<file path="config.mk">
export PLATFORM = sky130hd
export DESIGN_NAME = mem_stage_lsu
export DESIGN_NICKNAME = d
export VERILOG_FILES = /design/src/rtl/mem_stage_pkg.sv /design/src/rtl/mem_stage_lsu_ld_align.sv /design/src/rtl/mem_stage_lsu.sv
export SDC_FILE = /design/constraint.sdc
export NUM_CORES = 1
export LEC_CHECK = 0
export CELL_PAD_IN_SITES_DETAIL_PLACEMENT = 0
export CELL_PAD_IN_SITES_GLOBAL_PLACEMENT = 1
export CORE_UTILIZATION = 47
export CTS_BUF_LIST = sky130_fd_sc_hd__clkbuf_8
export CTS_CLUSTER_SIZE = 8
export DETAILED_ROUTE_END_ITERATION = 10
export DONT_BUFFER_PORTS = 1
export PLACE_DENSITY_LB_ADDON = 0.05
export SYNTH_ARGS = -nofsm -noshare
export SYNTH_HDL_FRONTEND = slang
export SYNTH_SLANG_ARGS = --single-unit
</file>
<file path="constraint.sdc">
create_clock -name clk_i -period 3.45 [get_ports clk_i]
set_clock_uncertainty 0.1 [all_clocks]
set_input_delay 1.035 -clock clk_i [delete_from_list [all_inputs] [get_ports clk_i]]
set_output_delay 1.035 -clock clk_i [all_outputs]
set_load 0.05 [all_outputs]
</file>
<file path="src/rtl/mem_stage_pkg.sv">
// Shared types, funct3 codes and lane helpers for the MEM-stage load/store unit.
// Latency: none (types and pure functions only).
// Backpressure: not applicable.
// Contents: lsu_state_e, F3_* width codes, byte-enable / alignment / store-lane functions.
package mem_stage_pkg;

  typedef enum logic [1:0] {
    IDLE = 2'd0,
    REQ  = 2'd1,
    WAIT = 2'd2,
    DONE = 2'd3
  } lsu_state_e;

  localparam logic [2:0] F3_LB  = 3'b000;
  localparam logic [2:0] F3_LH  = 3'b001;
  localparam logic [2:0] F3_LW  = 3'b010;
  localparam logic [2:0] F3_LBU = 3'b100;
  localparam logic [2:0] F3_LHU = 3'b101;
  localparam logic [2:0] F3_SB  = 3'b000;
  localparam logic [2:0] F3_SH  = 3'b001;
  localparam logic [2:0] F3_SW  = 3'b010;

  // funct3[1:0] alone encodes the access size: 00 byte, 01 half, anything else word.
  function automatic logic [3:0] byte_en(input logic [1:0] sz, input logic [1:0] off);
    case (sz)
      2'b00:   return 4'b0001 << off;
      2'b01:   return 4'b0011 << {off[1], 1'b0};
      default: return 4'b1111;
    endcase
  endfunction

  // Clear the low offset bits a naturally aligned access of this size cannot have.
  function automatic logic [1:0] align_off(input logic [1:0] sz, input logic [1:0] off);
    case (sz)
      2'b00:   return off;
      2'b01:   return {off[1], 1'b0};
      default: return 2'b00;
    endcase
  endfunction

  function automatic logic misaligned(input logic [1:0] sz, input logic [1:0] off);
    case (sz)
      2'b00:   return 1'b0;
      2'b01:   return off[0];
      default: return off != 2'b00;
    endcase
  endfunction

  // Store data is replicated across lanes; byte enables pick the lane written.
  function automatic logic [31:0] st_lanes(input logic [1:0] sz, input logic [31:0] data);
    case (sz)
      2'b00:   return {4{data[7:0]}};
      2'b01:   return {2{data[15:0]}};
      default: return data;
    endcase
  endfunction

endpackage

</file>
<file path="src/rtl/mem_stage_lsu_ld_align.sv">
// Load-data aligner: selects byte/half/word from a read word and sign/zero-extends it.
// Latency: purely combinational.
// Backpressure: none; result follows inputs.
// Ports: rdata_i read word, funct3_i RV32I load width code, addr_i byte offset, result_o extended value.
module ld_align
  import mem_stage_pkg::*;
(
  input  logic [31:0] rdata_i,
  input  logic [2:0]  funct3_i,
  input  logic [1:0]  addr_i,
  output logic [31:0] result_o
);

  logic [7:0]  byte_sel;
  logic [15:0] half_sel;

  always_comb begin
    case (addr_i)
      2'd0:    byte_sel = rdata_i[7:0];
      2'd1:    byte_sel = rdata_i[15:8];
      2'd2:    byte_sel = rdata_i[23:16];
      default: byte_sel = rdata_i[31:24];
    endcase
    half_sel = addr_i[1] ? rdata_i[31:16] : rdata_i[15:0];

    // Codes 011/110/111 fall through to the full word.
    case (funct3_i)
      F3_LB:   result_o = {{24{byte_sel[7]}}, byte_sel};
      F3_LH:   result_o = {{16{half_sel[15]}}, half_sel};
      F3_LBU:  result_o = {24'b0, byte_sel};
      F3_LHU:  result_o = {16'b0, half_sel};
      default: result_o = rdata_i;
    endcase
  end

endmodule

</file>
<file path="src/rtl/mem_stage_lsu.sv">
// MEM-stage load/store unit: issues dmem req/gnt/rvalid accesses, aligns load data.
// Latency: store 3 cycles, load 4 cycles with zero memory wait; +1 per memory wait cycle.
// Backpressure: stall_o holds the pipeline from issue until DONE; watchdog aborts after WAIT_MAX cycles.
// Ports: clk_i/rst_i (sync, active-high); valid_i/is_load_i/is_store_i/funct3_i/addr_i/st_data_i from EX/MEM;
//        dmem_* request/response channel; ld_data_o/err_o valid in DONE; stall_o combinational.
// Optional: define MEM_MISALIGN_TRAP_EN to abort misaligned half/word accesses with err_o instead of
//           silently forcing natural alignment.
module mem_stage_lsu
  import mem_stage_pkg::*;
#(
  parameter int ADDR_W   = 32,
  parameter int WAIT_MAX = 255
) (
  input  logic              clk_i,
  input  logic              rst_i,
  input  logic              valid_i,
  input  logic              is_load_i,
  input  logic              is_store_i,
  input  logic [2:0]        funct3_i,
  input  logic [ADDR_W-1:0] addr_i,
  input  logic [31:0]       st_data_i,
  output logic              dmem_req_o,
  output logic              dmem_we_o,
  output logic [ADDR_W-1:0] dmem_addr_o,
  output logic [3:0]        dmem_be_o,
  output logic [31:0]       dmem_wdata_o,
  input  logic              dmem_gnt_i,
  input  logic              dmem_rvalid_i,
  input  logic [31:0]       dmem_rdata_i,
  output logic [31:0]       ld_data_o,
  output logic              stall_o,
  output logic              err_o
);

  localparam int CNT_W = (WAIT_MAX < 2) ? 1 : $clog2(WAIT_MAX + 1);
  localparam bit WD_EN = (WAIT_MAX != 0);

  lsu_state_e        state_q, state_d;
  logic              req_q, req_d;
  logic              we_q, we_d;
  logic [ADDR_W-1:0] addr_q, addr_d;
  logic [3:0]        be_q, be_d;
  logic [31:0]       wdata_q, wdata_d;
  logic [1:0]        off_q, off_d;
  logic [2:0]        f3_q, f3_d;
  logic [31:0]       ld_q, ld_d;
  logic              err_q, err_d;
  logic [CNT_W-1:0]  cnt_q, cnt_d;

  logic              mem_op;
  logic              misalign;
  logic [1:0]        off_eff;
  logic [CNT_W-1:0]  cnt_inc;
  logic              wd_hit;
  logic [31:0]       ld_aligned;

  ld_align u_ld_align (
    .rdata_i  (dmem_rdata_i),
    .funct3_i (f3_q),
    .addr_i   (off_q),
    .result_o (ld_aligned)
  );

  always_comb begin
    mem_op  = valid_i & (is_load_i | is_store_i);
`ifdef MEM_MISALIGN_TRAP_EN
    misalign = misaligned(funct3_i[1:0], addr_i[1:0]);
    off_eff  = addr_i[1:0];
`else
    misalign = 1'b0;
    off_eff  = align_off(funct3_i[1:0], addr_i[1:0]);
`endif
    cnt_inc = cnt_q + CNT_W'(1);
    // Counter holds cycles already spent in this state; abort on the WAIT_MAX-th.
    wd_hit  = WD_EN && (cnt_inc == CNT_W'(WAIT_MAX));

    state_d = state_q;
    req_d   = req_q;
    we_d    = we_q;
    addr_d  = addr_q;
    be_d    = be_q;
    wdata_d = wdata_q;
    off_d   = off_q;
    f3_d    = f3_q;
    ld_d    = ld_q;
    err_d   = 1'b0;
    cnt_d   = cnt_q;
    stall_o = 1'b0;

    case (state_q)
      IDLE: begin
        stall_o = mem_op;
        cnt_d   = '0;
        if (mem_op) begin
          addr_d  = {addr_i[ADDR_W-1:2], 2'b00};
          be_d    = byte_en(funct3_i[1:0], off_eff);
          wdata_d = st_lanes(funct3_i[1:0], st_data_i);
          off_d   = off_eff;
          f3_d    = funct3_i;
          if (misalign) begin
            state_d = DONE;
            err_d   = 1'b1;
            ld_d    = '0;
            req_d   = 1'b0;
            we_d    = 1'b0;
          end else begin
            state_d = REQ;
            req_d   = 1'b1;
            we_d    = is_store_i;
          end
        end
      end
      REQ: begin
        stall_o = 1'b1;
        if (dmem_gnt_i) begin
          // we_q still marks the in-flight access as a store here.
          state_d = we_q ? DONE : WAIT;
          req_d   = 1'b0;
          we_d    = 1'b0;
          cnt_d   = '0;
        end else if (wd_hit) begin
          state_d = DONE;
          err_d   = 1'b1;
          ld_d    = '0;
          req_d   = 1'b0;
          we_d    = 1'b0;
          cnt_d   = '0;
        end else begin
          cnt_d = cnt_inc;
        end
      end
      WAIT: begin
        stall_o = 1'b1;
        // A response arriving on the final allowed cycle still wins over the abort.
        if (dmem_rvalid_i) begin
          state_d = DONE;
          ld_d    = ld_aligned;
          cnt_d   = '0;
        end else if (wd_hit) begin
          state_d = DONE;
          err_d   = 1'b1;
          ld_d    = '0;
          cnt_d   = '0;
        end else begin
          cnt_d = cnt_inc;
        end
      end
      default: begin
        state_d = IDLE;
        cnt_d   = '0;
      end
    endcase
  end

  always_ff @(posedge clk_i) begin
    if (rst_i) begin
      state_q <= IDLE;
      req_q   <= 1'b0;
      we_q    <= 1'b0;
      addr_q  <= '0;
      be_q    <= '0;
      wdata_q <= '0;
      off_q   <= '0;
      f3_q    <= '0;
      ld_q    <= '0;
      err_q   <= 1'b0;
      cnt_q   <= '0;
    end else begin
      state_q <= state_d;
      req_q   <= req_d;
      we_q    <= we_d;
      addr_q  <= addr_d;
      be_q    <= be_d;
      wdata_q <= wdata_d;
      off_q   <= off_d;
      f3_q    <= f3_d;
      ld_q    <= ld_d;
      err_q   <= err_d;
      cnt_q   <= cnt_d;
    end
  end

  assign dmem_req_o   = req_q;
  assign dmem_we_o    = we_q;
  assign dmem_addr_o  = addr_q;
  assign dmem_be_o    = be_q;
  assign dmem_wdata_o = wdata_q;
  assign ld_data_o    = ld_q;
  assign err_o        = err_q;

endmodule

</file>
==> results.sh <==
export IMPL_numPortBuffers=0
export IMPL_cts_htree_levels=4
export IMPL_grt_busiest_layer="met2"
export IMPL_slew_viol_final=0
export IMPL_fin_util_pct=53.4
export IMPL_fin_cells=742
export IMPL_gr_total_overflow=0
export IMPL_antenna_left=0
export IMPL_synth_area_leader_cell="dfxtp_1"
export IMPL_cts_tree="built"
export IMPL_die_width_um=106
export IMPL_use_met3_pct=10.9
export IMPL_place_hpwl_mm=9.03
export IMPL_hold_viol_final=0
export IMPL_p_per_area_nw_per_um2=715
export IMPL_nFillCells=1031
export IMPL_seqPwrFrac_pct=51.7
export IMPL_fin_nets=706
export IMPL_status="complete, no violations"
export IMPL_path_cells="o21ai_0 > nor2_4 > nor2_1 > nor2_4 > buf_12"
export IMPL_max_cap_viol_count=0
export IMPL_min_path_type="flip-flop to flip-flop"
export IMPL_yosysUniqueCellTypes=48
export IMPL_routed_wl_mm=13.0
export IMPL_antenna_found_initial=0
export IMPL_gr_usage_all_layers_pct=23.1
export IMPL_rows=37
export IMPL_synthTopCellsByArea="dfxtp_1 46%, nand2_1 9.9%, a21oi_1 5.9%"
export IMPL_max_stage_delay_ns=0.35
export IMPL_synth_area_um2=5090
export IMPL_synthCells=610
export IMPL_mostFrequentLayoutCells="134 x nand2_1, 116 x dfxtp_1, 60 x a21oi_1, 45 x nor2_1, 33 x o21ai_0"
export IMPL_cts_hold_buf=0
export IMPL_cpMostUsedCell="nor2_4"
export IMPL_max_vdd_ir_drop_v=0.000319
export IMPL_cts_resized=0
export IMPL_cts_clk_slew_worst_paths_ns=0.06
export IMPL_ioPinCount=210
export IMPL_period_needed_ns=2.98
export IMPL_first_pass_iters=4
export IMPL_die_area_um2=11200
export IMPL_p_leak_uw=0.00203
export IMPL_synth_top_area_share_pct=45.6
export IMPL_ys_ff_latch=116
export IMPL_grt_max_degree=88
export IMPL_cp_top_family="compound AO/OA/AOI/OAI gates"
export IMPL_cts_buffers=17
export IMPL_global_route_usage_met2_pct=35.4
export IMPL_start_util_pct=48.8
export IMPL_grt_pass1_wl_mm=20.5
export IMPL_drc=0
export IMPL_final_common_cell="nand2_1"
export IMPL_area_growth_pct=9.25
export IMPL_cp_end_kind="output port"
export IMPL_cp_depth=5
export IMPL_syn_avg_cell_area_um2=8.34
export IMPL_p_sw_uw=1550
export IMPL_post_cts_repair_setup_buffers=0
export IMPL_cp_start_kind="input port"
export IMPL_worstSetupPathType="input port to output port"
export IMPL_cp_data_required_time_ns=2.31
export IMPL_combPwrFrac_pct=17.1
export IMPL_hold_worst_slack_ns=0.389
export IMPL_cts_sinks=116
export IMPL_vias=4175
export IMPL_grt_pass1_vias=4020
export IMPL_rsz0062_at_grt="no"
export IMPL_min_period_over_period_pct=86.3
export IMPL_crit_slowest_cell="o21ai_0"
export IMPL_clk_path_buf_depth=2
export IMPL_globalRouteMet1Util_pct=28.0
export IMPL_dieHeight_um=106
export IMPL_critPathMaxFanout=2
export IMPL_yosysSeqAreaShare_pct=45.6
export IMPL_async_flop_share_pct=0
export IMPL_insertion_delay_ns=0.42
export IMPL_diodes=0
export IMPL_rr_worst_depth=7
export IMPL_worstPathBufferInverterCount=1
export IMPL_dp_cells=710
export IMPL_fmax_mhz=336
export IMPL_gp_congestion=0.761
export IMPL_routed_via_density=5.63
export IMPL_tightest_slew_ns=0.878
export IMPL_avgRoutedWirePerCell_um=17.5
export IMPL_pwr_share_clk_pct=31.2
export IMPL_worstPathArrival_ns=1.84
export IMPL_synth_edf_count=0
export IMPL_clockRootBuffer="clkbuf_8"
export IMPL_design_core_area_um2=10400
export IMPL_drtIter0Drc=232
export IMPL_internal_power_uw=2420
export IMPL_relSlewSlack_pct=41.5
export IMPL_yosys_warnings=0
export IMPL_setup_viol_count_final=0
export IMPL_switching_share_pct=39.0
export IMPL_drive_above_1_share_pct=9.41
export IMPL_yosys_most_used_dff="dfxtp_1"
export IMPL_setup_tns_ns=0
export IMPL_whs_path_depth=1
through the flow:
| step | area, µm² | setup WS (ns) | total power [µW] |
|---|---|---|---|
| floorplan | 5100 | 0.0474 | 2600 |
| global route | 5560 | 0.357 | 4180 |
| detailed placement | 5160 | 0.461 | 2770 |
| CTS | 5560 | 0.450 | 4010 |
| finish | 5560 | 0.474 | 3970 |
| global placement | 5160 | 0.491 | 2750 |
sequential cells by signal (all words and copies together), names as in the netlist:
name	flops
dmem_be_o	4
off_q	2
err_o	1
dmem_addr_o	30
ld_data_o	32
cnt_q	8
dmem_wdata_o	32
dmem_req_o	1
f3_q	3
dmem_we_o	1
state_q	2
final cells by class:
type	count	area, µm²	share of cell area, %
clock buffers	19	262	4.71
clock inverters	13	134	2.41
inverters	9	33.8	0.608
multi-input cells	441	2550	45.9
flip-flops and latches	116	2320	41.8
well taps	136	170	3.06
repair buffers	8	85.1	1.53
worst paths after layout:
check	start	end	slack, ns
worst max-delay path	is_store_i	stall_o	0.47
worst min-delay path	cnt_q[0]$_SDFF_PP0_	cnt_q[0]$_SDFF_PP0_	0.39
worst max register to register	state_q[0]$_SDFFE_PP0P_	dmem_wdata_o[15]$_SDFFE_PP0P_	1.22
worst min register to register	cnt_q[0]$_SDFF_PP0_	cnt_q[0]$_SDFF_PP0_	0.39
layer usage:
metal | vias up | part of all wire, %
li1 | 2072 | -
met1 | 1919 | 42
met2 | 166 | 45
met3 | 18 | 10
met4 | 0 | 1.9
met5 | - | 0
power groups by stage:
| stage | clock (µW) | sequential (µW) | combinational, µW |
|---|---|---|---|
| 2_1_floorplan | 0 | 2040 | 566 |
| 3_3_place_gp | 0 | 2080 | 666 |
| 3_5_place_dp | 0 | 2090 | 686 |
| 4_1_cts | 1260 | 2060 | 686 |
| 5_1_grt | 1340 | 2070 | 763 |
| 6_report | 1240 | 2050 | 679 |
kinds of logic (layout without fill, tap and decap cells):
| family | count (synthesis) | count (layout) | synth area share (%) |
|---|---|---|---|
| AND/OR/NAND/NOR | 242 | 242 | 21.0 |
| AO/OA/AOI/OAI | 155 | 155 | 19.7 |
| flip-flops | 116 | 116 | 45.6 |
| buffers and inverters | 54 | 49 | 4.57 |
| multiplexers | 29 | 29 | 6.15 |
| adder cells (fa/ha/maj) | 7 | 7 | 1.72 |
| XOR/XNOR | 6 | 6 | 1.18 |
| other | 1 | 2 | 0.0737 |
synthesized netlist by cell type (8+ instances only):
cell	instances
a211oi_1	8
a311oi_1	8
mux2_2	8
nor2_1	47
inv_1	9
a22o_1	18
nand2_1	134
buf_2	12
mux2i_1	20
o21ai_0	33
nand2b_1	27
dfxtp_1	116
a21oi_1	60
clkbuf_1	28
Power figures use the tool's default switching activity.
